[config.mk]
export PLATFORM = sky130hd
export DESIGN_NAME = branch_target_buffer
export DESIGN_NICKNAME = d
export VERILOG_FILES = /design/src/rtl/btb_pkg.sv /design/src/rtl/btb_storage.sv /design/src/rtl/branch_target_buffer.sv
export SDC_FILE = /design/constraint.sdc
export NUM_CORES = 1
export LEC_CHECK = 0
export BUFFER_PORTS_ARGS = -buffer_cell sky130_fd_sc_hd__buf_2
export CORE_MARGIN = 5
export CORE_UTILIZATION = 35
export DETAILED_ROUTE_END_ITERATION = 7
export PLACE_DENSITY = 0.58
export SETUP_SLACK_MARGIN = 0.3
export SYNTH_ARGS = -nofsm -noshare
export SYNTH_HDL_FRONTEND = slang
export SYNTH_SLANG_ARGS = --single-unit
export TNS_END_PERCENT = 20
[constraint.sdc]
create_clock -name btb_clk -period 10.8 [get_ports btb_clk]
set_input_delay 2.16 -clock btb_clk [delete_from_list [all_inputs] [get_ports btb_clk]]
set_output_delay 2.16 -clock btb_clk [all_outputs]
set_load 0.03 [all_outputs]
[src/rtl/btb_pkg.sv]
// Shared types for the branch target buffer: counter encoding, entry layout, counter update.
// Latency: none (types and a pure function).
// Backpressure: none.
package btb_pkg;

    localparam int BTB_ENTRIES    = 16;
    localparam int BTB_INDEX_BITS = 4;
    localparam int BTB_XLEN       = 32;
    localparam int BTB_TAG_BITS   = BTB_XLEN - BTB_INDEX_BITS - 2;

    typedef enum logic [1:0] {
        BTB_CTR_SNT = 2'b00,
        BTB_CTR_WNT = 2'b01,
        BTB_CTR_WT  = 2'b10,
        BTB_CTR_ST  = 2'b11
    } btb_ctr_t;

    // A freshly allocated branch starts as weakly taken.
    localparam btb_ctr_t BTB_CTR_ALLOC = BTB_CTR_WT;

    typedef struct packed {
        logic                    valid;
        logic [BTB_TAG_BITS-1:0] tag;
        logic [BTB_XLEN-1:0]     target;
        btb_ctr_t                ctr;
    } btb_entry_t;

    // Saturating 2-bit counter step towards the observed outcome.
    function automatic btb_ctr_t btb_ctr_next(input btb_ctr_t ctr, input logic taken);
        btb_ctr_t nxt;
        nxt = ctr;
        case (ctr)
            BTB_CTR_SNT: nxt = taken ? BTB_CTR_WNT : BTB_CTR_SNT;
            BTB_CTR_WNT: nxt = taken ? BTB_CTR_WT  : BTB_CTR_SNT;
            BTB_CTR_WT:  nxt = taken ? BTB_CTR_ST  : BTB_CTR_WNT;
            BTB_CTR_ST:  nxt = taken ? BTB_CTR_ST  : BTB_CTR_WT;
            default:     nxt = BTB_CTR_SNT;
        endcase
        return nxt;
    endfunction

endpackage

[src/rtl/btb_storage.sv]
// Direct-mapped BTB entry array: two asynchronous read ports, one synchronous write port.
// Latency: reads combinational, writes visible after the next rising edge.
// Backpressure: none; a write is taken every cycle it is requested, reset drops it.
module btb_storage
    import btb_pkg::*;
#(
    parameter int ENTRIES    = BTB_ENTRIES,
    parameter int INDEX_BITS = BTB_INDEX_BITS
) (
    input  logic                  btb_clk,
    input  logic                  btb_rst,
    input  logic [INDEX_BITS-1:0] rd_a_idx,
    output btb_entry_t            rd_a_entry,
    input  logic [INDEX_BITS-1:0] rd_b_idx,
    output btb_entry_t            rd_b_entry,
    input  logic                  wr_en,
    input  logic [INDEX_BITS-1:0] wr_idx,
    input  btb_entry_t            wr_entry
);

    // Valid bits live apart from the payload so reset only has to clear one vector.
    logic [ENTRIES-1:0]      valid_q;
    logic [BTB_TAG_BITS-1:0] tag_q    [ENTRIES];
    logic [BTB_XLEN-1:0]     target_q [ENTRIES];
    btb_ctr_t                ctr_q    [ENTRIES];

    // Reset invalidates every entry and wins over a write landing on the same edge.
    always_ff @(posedge btb_clk) begin
        if (btb_rst) begin
            valid_q <= '0;
        end else if (wr_en) begin
            valid_q[wr_idx]  <= wr_entry.valid;
            tag_q[wr_idx]    <= wr_entry.tag;
            target_q[wr_idx] <= wr_entry.target;
            ctr_q[wr_idx]    <= wr_entry.ctr;
        end
    end

    // Both read ports are plain array reads reassembled into the entry struct.
    always_comb begin
        rd_a_entry        = '0;
        rd_a_entry.valid  = valid_q[rd_a_idx];
        rd_a_entry.tag    = tag_q[rd_a_idx];
        rd_a_entry.target = target_q[rd_a_idx];
        rd_a_entry.ctr    = ctr_q[rd_a_idx];
        rd_b_entry        = '0;
        rd_b_entry.valid  = valid_q[rd_b_idx];
        rd_b_entry.tag    = tag_q[rd_b_idx];
        rd_b_entry.target = target_q[rd_b_idx];
        rd_b_entry.ctr    = ctr_q[rd_b_idx];
    end

endmodule

[src/rtl/branch_target_buffer.sv]
// Direct-mapped BTB with combinational fetch lookup and a two-stage read-modify-write update path.
// Latency: lookup 0 cycles; an update becomes visible to lookup one cycle after it is presented.
// Backpressure: none; one update accepted every cycle, back-to-back to the same index without stall.
module branch_target_buffer
    import btb_pkg::*;
#(
    parameter int ENTRIES    = BTB_ENTRIES,
    parameter int INDEX_BITS = BTB_INDEX_BITS,
    parameter int XLEN       = BTB_XLEN
) (
    input  logic            btb_clk,
    input  logic            btb_rst,
    input  logic [XLEN-1:0] btb_lookup_pc,
    output logic            btb_lookup_hit,
    output logic            btb_lookup_taken,
    output logic [XLEN-1:0] btb_lookup_target,
    input  logic            btb_update_valid,
    input  logic [XLEN-1:0] btb_update_pc,
    input  logic            btb_update_taken,
    input  logic [XLEN-1:0] btb_update_target
);

    // Instruction PCs are word aligned, so the low two bits carry no information.
    logic unused_pc_lsbs;
    assign unused_pc_lsbs = ^{btb_lookup_pc[1:0], btb_update_pc[1:0]};

    // U1 stage: captured update waiting for its read-modify-write.
    logic                    u1_vld;
    logic [INDEX_BITS-1:0]   u1_idx;
    logic [BTB_TAG_BITS-1:0] u1_tag;
    logic                    u1_taken;
    logic [XLEN-1:0]         u1_target;

    logic [INDEX_BITS-1:0]   lk_idx;
    logic [BTB_TAG_BITS-1:0] lk_tag;
    btb_entry_t              lk_rd_entry;
    btb_entry_t              lk_entry;
    btb_entry_t              u1_entry;
    logic                    u1_hit;
    logic                    wr_en;
    btb_entry_t              wr_entry;
    logic                    lk_hit;

    assign lk_idx = btb_lookup_pc[INDEX_BITS+1:2];
    assign lk_tag = btb_lookup_pc[XLEN-1:INDEX_BITS+2];

    // Capture the resolved branch; reset discards anything in flight.
    always_ff @(posedge btb_clk) begin
        if (btb_rst) begin
            u1_vld <= 1'b0;
        end else begin
            u1_vld <= btb_update_valid;
        end
        u1_idx    <= btb_update_pc[INDEX_BITS+1:2];
        u1_tag    <= btb_update_pc[XLEN-1:INDEX_BITS+2];
        u1_taken  <= btb_update_taken;
        u1_target <= btb_update_target;
    end

    btb_storage #(
        .ENTRIES    (ENTRIES),
        .INDEX_BITS (INDEX_BITS)
    ) u_storage (
        .btb_clk    (btb_clk),
        .btb_rst    (btb_rst),
        .rd_a_idx   (lk_idx),
        .rd_a_entry (lk_rd_entry),
        .rd_b_idx   (u1_idx),
        .rd_b_entry (u1_entry),
        .wr_en      (wr_en),
        .wr_idx     (u1_idx),
        .wr_entry   (wr_entry)
    );

    assign u1_hit = u1_entry.valid && (u1_entry.tag == u1_tag);

    // Hit: train the counter (retarget only when taken); taken miss: allocate over whatever aliases there.
    always_comb begin
        wr_en    = 1'b0;
        wr_entry = '0;
        if (u1_vld) begin
            if (u1_hit) begin
                wr_en           = 1'b1;
                wr_entry.valid  = 1'b1;
                wr_entry.tag    = u1_tag;
                wr_entry.target = u1_taken ? u1_target : u1_entry.target;
                wr_entry.ctr    = btb_ctr_next(u1_entry.ctr, u1_taken);
            end else if (u1_taken) begin
                wr_en           = 1'b1;
                wr_entry.valid  = 1'b1;
                wr_entry.tag    = u1_tag;
                wr_entry.target = u1_target;
                wr_entry.ctr    = BTB_CTR_ALLOC;
            end
        end
    end

    // Forward the pending write so the fetch side sees an update one cycle after it resolves.
    always_comb begin
        lk_entry = lk_rd_entry;
        if (wr_en && (u1_idx == lk_idx)) begin
            lk_entry = wr_entry;
        end
    end

    assign lk_hit            = !btb_rst && lk_entry.valid && (lk_entry.tag == lk_tag);
    assign btb_lookup_hit    = lk_hit;
    assign btb_lookup_taken  = lk_hit && lk_entry.ctr[1];
    assign btb_lookup_target = lk_hit ? lk_entry.target : '0;

endmodule

After elaboration in Yosys (flattened, before gate mapping)

Memory sizes are Yosys's and may differ from the RTL's. A register that Yosys moved wholly into a read port is not among the register bits.
Index checks and enable logic that the tools add are counted.

Bits in registers: 80
Bits in writable memories: 960
Input bits: 100
Word-level logic and storage cells: 50
Memories: 3

$lt $le $gt $ge: 3
Equality and inequality tests: 6
Multiplexer cells: 24
Reductions and logical operators: 8

Memories:

| name               | words | bits a word | rd ports | clocked after Yosys merged registers in | write ports | RTL line          | text |
|---|---|---|---|---|---|---|---|
| u_storage.target_q | 16    | 32          | 2        | 1                                       | 1           | btb_storage.sv:24 | `logic [BTB_XLEN-1:0] target_q [ENTRIES];` |
| u_storage.tag_q    | 16    | 26          | 2        | 1                                       | 1           | btb_storage.sv:23 | `logic [BTB_TAG_BITS-1:0] tag_q [ENTRIES];` |
| u_storage.ctr_q    | 16    | 2           | 2        | 1                                       | 1           | btb_storage.sv:25 | `btb_ctr_t ctr_q [ENTRIES];` |

Operators by type and width:

| kind               | count |
|---|---|
| $mux 61            | 4 |
| $mux 32            | 2 |
| $eq 26x26->1       | 2 |
| $bwmux 16          | 1 |
| $mux 1             | 11 |
| $lt 4x5->1 const B | 2 |
| $bmux 1 s4         | 2 |
| $pmux 2 s4         | 1 |
| $logic_and 1x1->1  | 6 |
| $demux 1 s4        | 1 |
| $eq 2x2->1 const B | 2 |
| $eq 4x4->1         | 1 |
| $ge 4x1->1 const B | 1 |
| $mux 2             | 2 |
| $eq 2x1->1 const B | 1 |
| $logic_not 2->1    | 1 |
| $logic_not 1->1    | 1 |

Logic depth before layout (Yosys ltp)

Gate-level depths: netlist of run 1.

Word-level depth: 10
Mapped depth: 19

Modules after synthesis

From an unflattened synthesis of run 1, not the netlist that was laid out.

Cell total of the unflattened synthesis: 2694
Area total of the unflattened synthesis: 48306.3 µm²

Modules (own cells, without submodules):

| module               | times used | cells each | area each (µm²) | seq. area each (µm²) |
|---|---|---|---|---|
| btb_storage          | 1          | 2090       | 43847.1         | 29148.0 |
| branch_target_buffer | 1          | 604        | 4459.3          | 1281.2 |

Worst setup path after synthesis of run 1

No wires, ideal clock.

Path kind: register to register
Start: register u1_idx[3]
End: memory u_storage.ctr_q[3][0] (netlist bit) (enable)
Library setup time: 0.629 ns
Arrival time: 8.634 ns
Path slack: 1.537 ns
Cell stages (with the launch flop): 14
Buffers on the path: 4
Clock period less this slack: 9.263 ns
Cells stage by stage: dfxtp_1 > buf_2 > buf_2 > clkbuf_1 > mux4_2 > a32oi_1 > o311a_1 > nand4_1 > o31ai_2 > o2111ai_1 > o31ai_2 > nand2_1 > clkbuf_1 > nor4_1

Longest elaborated chain between the ends: 8

Ends and longest elaborated chain:

| element                      | RTL line                   | text |
|---|---|---|
| from (decl)                  | branch_target_buffer.sv:29 | `logic [INDEX_BITS-1:0] u1_idx;` |
| from (signal assigned)       | branch_target_buffer.sv:54 | `u1_idx <= btb_update_pc[INDEX_BITS+1:2];` |
| $bmux 1 s4                   | btb_storage.sv:47          | `rd_b_entry.valid = valid_q[rd_b_idx];` |
| $mux 1 (implied by the code) | btb_storage.sv:47          |  |
| $logic_and 1x1->1            | branch_target_buffer.sv:75 | `assign u1_hit = u1_entry.valid && (u1_entry.tag == u1_tag);` |
| $mux 1                       | branch_target_buffer.sv:82 | `if (u1_hit) begin` |
| $mux 1                       | branch_target_buffer.sv:81 | `if (u1_vld) begin` |
| $mux 1                       | btb_storage.sv:31          | `end else if (wr_en) begin` |
| $mux 1                       | btb_storage.sv:29          | `if (btb_rst) begin` |
| $mux 1 (implied by the code) | btb_storage.sv:35          | `ctr_q[wr_idx] <= wr_entry.ctr;` |
| to (decl)                    | btb_storage.sv:25          |  |

Several ways; a longest one is shown, not always the timed one. The select of a mux whose other input is x is not followed.

Worst setup path after layout of run 1

Start: register u1_idx[0]
End: output btb_lookup_target[25]

Longest elaborated chain between the ends: 10
Elaborated cells between the ends (all ways): 14
Those cells by class: 2 x eq/ne; 8 x mux; 4 x reduce/logical

Ends and longest elaborated chain:

| element                                           | RTL line                    | text |
|---|---|---|
| $bmux 1 s4                                        | btb_storage.sv:47           |  |
| $mux 1 (implied by the code)                      | btb_storage.sv:47           |  |
| $logic_and 1x1->1                                 | branch_target_buffer.sv:75  |  |
| $mux 1                                            | branch_target_buffer.sv:82  |  |
| $mux 1                                            | branch_target_buffer.sv:81  |  |
| $logic_and 1x1->1                                 | branch_target_buffer.sv:101 | `if (wr_en && (u1_idx == lk_idx)) begin` |
| $mux 61 (*)                                       | branch_target_buffer.sv:101 |  |
| $eq 26x26->1 or $logic_and 1x1->1 (tied branches) | branch_target_buffer.sv:106 | `assign lk_hit = !btb_rst && lk_entry.valid && (lk_entry.tag == lk_tag);` |
| $logic_and 1x1->1                                 | branch_target_buffer.sv:106 |  |
| $mux 32 (*)                                       | branch_target_buffer.sv:109 | `assign btb_lookup_target = lk_hit ? lk_entry.target : '0;` |
| to (decl)                                         | branch_target_buffer.sv:16  | `output logic [XLEN-1:0] btb_lookup_target,` |

Mark *: on every way between the ends. The rest lies on a longest branch, timed or not. The select of a mux whose other input is x is not followed.

==> run summary, run 1 <==
Setup violations, final -> 0
Pwr Density -> 161 nW/µm²
Largest net degree at the start of global routing -> 91
RSZ-0062 raised after global routing -> no
Crit end category -> output pin
Vias in the first global route -> 28865
Count of flip-flops with a built-in enable after synthesis -> 960
Mapped Nets -> 2615
Starting Density -> 0.353
GRT overflow -> 0
HPWL Detailed -> 88100 µm
Setup Buffers After CTS -> 0
Max_slew headroom -> 0.233
Async SR Flop Fraction -> 0
Setup TNS -> 0 ns
Final Skew -> 0.0377 ns
Drt first pass iters -> 6
Violation count after the first detailed-route iteration -> 3366
Run status -> finished clean
Final Max Slew Viols -> 0
CTS Hold Buffers Added -> 0
Hold Startpoint -> u_storage.valid_q[7]$_SDFFE_PP0P_
Synth cell types -> 68
CP max stage cell -> dfxtp_4
R2R setup slack -> 3.21 ns
Worst-path maximum fanout -> 41
Reg-to-reg startpoint -> u1_idx[0]$_DFF_P_
Fin crit share -> 0.848
Max_cap viols -> 0
Gr usage total -> 0.199
Clock root cell -> clkbuf_16
Leading area contributor after synthesis -> edfxtp_1
Clock buffer depth -> 3
Clock buffer count from CTS -> 109
First-pass GRT wire length -> 213000 µm
Final wirelength -> 149000 µm
Synth Cell Area -> 48700 µm²
Post-synthesis simple-gate area fraction -> 0.0331
Core Area -> 138000 µm²
Port bufs -> 129
Post-synthesis compound-gate area fraction -> 0.0338
Commonest cells post-synth -> 960 x edfxtp_1, 529 x mux4_2, 102 x mux2i_1
Yosys reg bits -> 1040
Post-CTS Resized -> 0
Hold EP -> u_storage.valid_q[7]$_SDFFE_PP0P_
Clock sinks -> 1040
Max H-tree Level -> 3
Worst slew pin tran -> 1.15 ns
RD Place Congestion -> 0.908
Overall die width -> 383 µm
CP cell instances -> buf_12 -> buf_4 -> mux4_2 -> o2bb2ai_1 -> a21oi_1 -> nand4_1 -> o31ai_2 -> o2111ai_1 -> o31ai_2 -> or4b_1 -> o41ai_1 -> buf_4 -> o2111a_2 -> buf_12 -> and4_1 -> buf_2
Tmin final -> 9.16 ns
Die Y -> 383 µm
F_max -> 0.109 GHz
Row Count -> 136
Leak -> 19.6 nW
Syn avg cell area -> 19.4 µm²
Final ANT Viol Nets -> 0
# DRC -> 0
CP arrival -> 7.00 ns
Sequential element share of the synthesized area -> 0.625
Share of cells above drive strength 1 -> 0.362
DR vias -> 27707
IR drop worst, VDD -> 0.109 mV
Post-synthesis xor/xnor area fraction -> 0.0101
Yosys top cell area share -> 0.592
Total power -> 8.89 mW
Die area -> 147000 µm²
Req. time, crit path -> 8.64 ns
RR Endpoint -> u_storage.target_q[5][22]$_DFFE_PP_
Final-stage net count -> 2744
CP Launch Type -> register
Post-synthesis cell count -> 2515
Synth top area cells -> edfxtp_1 59%, mux4_2 24%, dfxtp_1 3.3%, mux2i_1 2.1%, mux2_2 0.88%
Final hold vios -> 0
Main combinational cell family by area after synthesis -> multiplexers
Post-synthesis mux area share -> 0.275
Worst-path clk slew -> 0.06 ns
Max incr delay on CP -> 0.90 ns
Hold Path Stages -> 1
Avg Vias per Cell -> 6.11
R2r worst-path depth -> 14
Worst Hold Slack -> 0.476 ns
Most frequent cell after synthesis -> edfxtp_1
Layout area overhead -> 13.5%
Synth warnings -> 0
Ys flop type -> edfxtp_1
CTS tree -> done
Fillcell total -> 12168
Initial antenna violation count -> 11
Worst setup path class -> reg -> out
WL/cell -> 32.7 µm
HP Class -> reg -> reg
Ports -> 134
Adder-Cell Fraction of Synth Area -> 0.000411
Clock Latency Late Sink -> 0.72 ns
-- layout make-up --
cell class / count / area, µm² / area share
diodes: 7 / 17.5 / 0.000317
clock buffers: 127 / 2950 / 0.0534
clock inverters: 77 / 827 / 0.0150
inverters: 33 / 125 / 0.00226
multi-input cells: 1249 / 17300 / 0.312
flip-flops and latches: 1040 / 30400 / 0.551
well taps: 1794 / 2240 / 0.0406
repair buffers: 211 / 1400 / 0.0253
-- cell usage in the layout, fill, tap and decap left out, types with 27 or more instances in the layout --
cell	n
edfxtp_1	960
mux4_2	529
inv_1	31
nor2b_1	32
nor2_1	32
clkbuf_16	114
buf_4	75
mux2i_1	102
dfxtp_1	74
xnor2_1	28
xor2_1	28
a21oi_1	39
buf_2	125
o22ai_1	31
nand2_1	58
o21ai_0	46
mux2_2	38
clkinv_2	27
and4_1	33
-- layer usage --
| metal | global-route usage | wire length (µm) |
|---|---|---|
| met1 | 0.260 | 57300 |
| met2 | 0.339 | 74800 |
| met3 | 0.0328 | 11400 |
| met4 | 0.0716 | 5020 |
| met5 | 0 | 0 |
-- per-stage QoR --
stage	cell area [µm²]	util	setup WS, ns	instances
floorplan	48700	-	1.54	2515
global placement	51500	0.374	1.82	4327
detailed placement	51500	0.374	1.82	4327
CTS	55300	0.401	1.43	4531
global route	55300	0.401	1.14	4537
finish	55300	0.401	1.64	4538
-- power breakdown --
group | switching (mW) | internal (mW) | leakage, nW
registers | 0.0350 | 4.38 | 11.1
clock network | 1.61 | 2.33 | 1.84
logic | 0.315 | 0.216 | 6.71
total | 1.96 | 6.93 | 19.6
-- worst max path at each step --
stage                                 start                         endpoint  slack (ns)
after global placement     btb_lookup_pc[2]            btb_lookup_target[26]        1.82
after CTS                 u1_idx[0]$_DFF_P_            btb_lookup_target[25]        1.43
after detailed placement   btb_lookup_pc[2]            btb_lookup_target[25]        1.82
after global routing      u1_idx[0]$_DFF_P_            btb_lookup_target[17]        1.14
after floorplan           u1_idx[3]$_DFF_P_  u_storage.ctr_q[3][0]$_DFFE_PP_        1.54
final                     u1_idx[0]$_DFF_P_            btb_lookup_target[25]        1.64
-- sequential cells by signal, indices dropped and copies added (netlist names) --
name / flops
u_storage.target_q: 512
u1_taken: 1
u1_target: 32
u1_idx: 4
u1_tag: 26
u_storage.ctr_q: 32
u_storage.tag_q: 416
u1_vld: 1
u_storage.valid_q: 16
-- cells by family (layout without fill, tap and decap cells) --
kind of cell / after synthesis / count (layout)
compound gates: 238 / 238
xor+xnor: 56 / 56
fa+ha+maj: 2 / 2
buf+inv: 226 / 448
flops: 1040 / 1040
mux: 671 / 671
other cells: 0 / 7
simple gates: 282 / 282
-- worst max-delay path: cells and delay by family (launching register included) --
family	cells	cell delay (ns)
AO/OA/AOI/OAI	7	2.45
buffers and inverters	5	1.50
flip-flops	1	0.90
multiplexers	1	0.31
AND/OR/NAND/NOR	3	0.95
Power figures use the tool's default switching activity.
==> run 2: changes to the inputs <==
PLACE_DENSITY = 0.6   (was 0.58)
clock period = 8.4 ns   (was 10.8 ns; I/O delays follow)
==> run 2 against run 1 <==
  * Core utilization grew 0.27 points
  * Final cell count grew 0.57%
  * Routed wire length grew 0.36%
  * Non-clock buffer count grew 26
  * Sequential power grew 29%
  * Sequential share of layout area shrank 0.37 points
  * Global-route usage is essentially flat
  * Worst setup slack lost 1.2 ns
  * Die area is the same
  * Clock power grew 29%
  * Critical path depth shrank 4
  * Critical path type unchanged
  * Highest routed layer unchanged
==> run summary, run 2 (synthesized netlist as in run 1, its figures left out) <==
GRT overflow -> 0
Worst Hold Slack -> 0.475 ns
HP Class -> reg -> reg
Avg Vias per Cell -> 6.11
Fin crit share -> 0.944
Hold Path Stages -> 1
R2R setup slack -> 1.89 ns
First-pass GRT wire length -> 212000 µm
Total power -> 11.5 mW
Ports -> 134
Worst setup path class -> reg -> out
Tmin final -> 7.93 ns
CP cell instances -> mux4_2 -> a221oi_1 -> nor2_1 -> a2111oi_2 -> a41o_1 -> o2111ai_1 -> or3_2 -> a21oi_4 -> mux2i_1 -> o22a_4 -> and4_1 -> buf_2
Final wirelength -> 149000 µm
DR vias -> 27900
Commonest cells after routing, fill and taps aside -> 960 x edfxtp_1, 529 x mux4_2, 125 x buf_2
Clock root cell -> clkbuf_16
Gr usage total -> 0.199
IR drop worst, VDD -> 0.179 mV
Final-stage net count -> 2772
CP arrival -> 6.25 ns
Max_slew headroom -> 0.230
Max reg flops -> 512
Drt first pass iters -> 6
Pwr Density -> 206 nW/µm²
Row Count -> 136
Layout area overhead -> 14.3%
Crit end category -> output pin
Run status -> finished clean
Largest regs -> u_storage.target_q (512), u_storage.tag_q (416)
RR Endpoint -> u_storage.target_q[14][5]$_DFFE_PP_
Port bufs -> 129
CTS tree -> done
CP Launch Type -> register
Max incr delay on CP -> 0.72 ns
Final std cells w/o fill -> 4564
NetSw -> 2.56 mW
Violation count after the first detailed-route iteration -> 3611
Dpl cells -> 4349
Worst-path clk slew -> 0.06 ns
# DRC -> 0
Vias in the first global route -> 29350
Final ANT Viol Nets -> 0
CP max stage cell -> or3_2
HPWL Detailed -> 87400 µm
Req. time, crit path -> 6.72 ns
Final Util -> 0.404
Final Max Slew Viols -> 0
Largest net degree at the start of global routing -> 98
Die Y -> 383 µm
Max H-tree Level -> 3
Worst-path maximum fanout -> 34
RD Place Congestion -> 0.892
Clock buffer depth -> 3
F_max -> 0.126 GHz
Clock Latency Late Sink -> 0.74 ns
Clock sinks -> 1040
Initial antenna violation count -> 5
Sequential share of power -> 0.495
Reg-to-reg startpoint -> u1_idx[0]$_DFF_P_
Clock buffer count from CTS -> 111
Sw Ratio -> 0.223
Critical path's top delay family -> compound AO/OA/AOI/OAI gates
Cell-internal power -> 8.91 mW
Final hold vios -> 0
Leak -> 19.8 nW
Gate power share -> 0.061
Commonest non-fill, non-tap cell in the layout -> edfxtp_1
Hold Startpoint -> u_storage.valid_q[7]$_SDFFE_PP0P_
WL/cell -> 32.7 µm
Crit. path cell count -> 12
Biggest register -> u_storage.target_q
Max_cap viols -> 0
Overall die width -> 383 µm
Final Skew -> 0.0545 ns
Starting Density -> 0.353
Setup violations, final -> 0
RSZ-0062 raised after global routing -> no
Worst slew pin tran -> 1.13 ns
CP Buf/Inv Count -> 1
Clock power frac -> 0.445
Die area -> 147000 µm²
Share of cells above drive strength 1 -> 0.366
Hold EP -> u_storage.valid_q[7]$_SDFFE_PP0P_
Core Area -> 138000 µm²
R2r worst-path depth -> 13
Fillcell total -> 12072
run 2: cell types whose count changed in the layout (fill, tap and decap cells not counted), moves of 3 or more:
cell,before,now
buf_12,9,22
buf_4,75,86
clkbuf_1,8,22
clkbuf_8,5,0
clkinv_1,19,15
clkinv_2,27,22
clkinv_4,2,5
clkinvlp_4,11,7
diode_2,7,4
inv_6,1,4
run 2: layout make-up:
cell class | instances | area [µm²] | share of cell area
Inverter | 33 | 125 | 0.00225
Clock buffer | 135 | 2910 | 0.0523
Antenna cell | 4 | 10.0 | 0.000180
Tap cell | 1794 | 2240 | 0.0403
Sequential cell | 1040 | 30400 | 0.547
Multi-Input combinational cell | 1249 | 17300 | 0.311
Clock inverter | 72 | 866 | 0.0156
Timing Repair Buffer | 237 | 1770 | 0.0318
run 2: worst max-delay path by stage:
stage / start / endpoint / slack (ns)
floorplan: u1_idx[3]$_DFF_P_ / u_storage.ctr_q[1][0]$_DFFE_PP_ / -0.65
global placement: btb_lookup_pc[2] / btb_lookup_target[25] / 0.83
detailed placement: btb_lookup_pc[2] / btb_lookup_target[28] / 0.88
CTS: u1_idx[1]$_DFF_P_ / btb_lookup_target[28] / 0.36
global route: u1_idx[0]$_DFF_P_ / btb_lookup_target[25] / 0.31
finish: u1_idx[0]$_DFF_P_ / btb_lookup_target[28] / 0.47
run 2: metal layers:
layer,share of wire,track usage,vias up
met5,0,0,-
met4,0.040,0.0795,0
met3,0.087,0.0378,298
met2,0.49,0.327,1546
met1,0.39,0.263,14959
li1,-,-,11097
run 2: power groups by stage:
stage	combinational [mW]	sequential (mW)	clock (mW)
3_5_place_dp	0.686	5.79	0
2_1_floorplan	0.475	5.75	0
6_report	0.698	5.67	5.10
5_1_grt	0.736	5.67	5.39
3_3_place_gp	0.678	5.78	0
4_1_cts	0.696	5.67	5.19
run 2: per-stage QoR:
stage | setup slack (ns) | instance area [µm²] | TNS [ns]
after CTS | 0.359 | 55600 | 0
final | 0.471 | 55700 | 0
after global routing | 0.306 | 55700 | 0
after global placement | 0.828 | 51800 | 0
after floorplan | -0.652 | 48700 | -117.81
after detailed placement | 0.877 | 51800 | 0
run 2: repair_timing:
| action | 4_1_cts | 5_1_grt |
|---|---|---|
| pin swaps | 0 | 1 |
| setup buffers | 2 | 1 |
| endpoints found under the hold margin | 0 | 0 |
| hold buffers | 0 | 0 |
| setup endpoints to repair | 34 | 34 |
| gates resized for setup | 2 | 2 |
run 2: worst reg2reg max path, cell delays in order, from the launching register on:
cell and delay, ns:
dfxtp_4 0.63, mux4_2 0.66, a221oi_1 0.49, nor2_1 0.10, a2111oi_2 0.36, a41o_1 0.23
o2111ai_1 0.48, o31ai_2 0.75, buf_4 0.29, nand2_1 0.07, buf_4 0.30, or4_1 0.69
nor2_4 0.52, buf_4 0.53
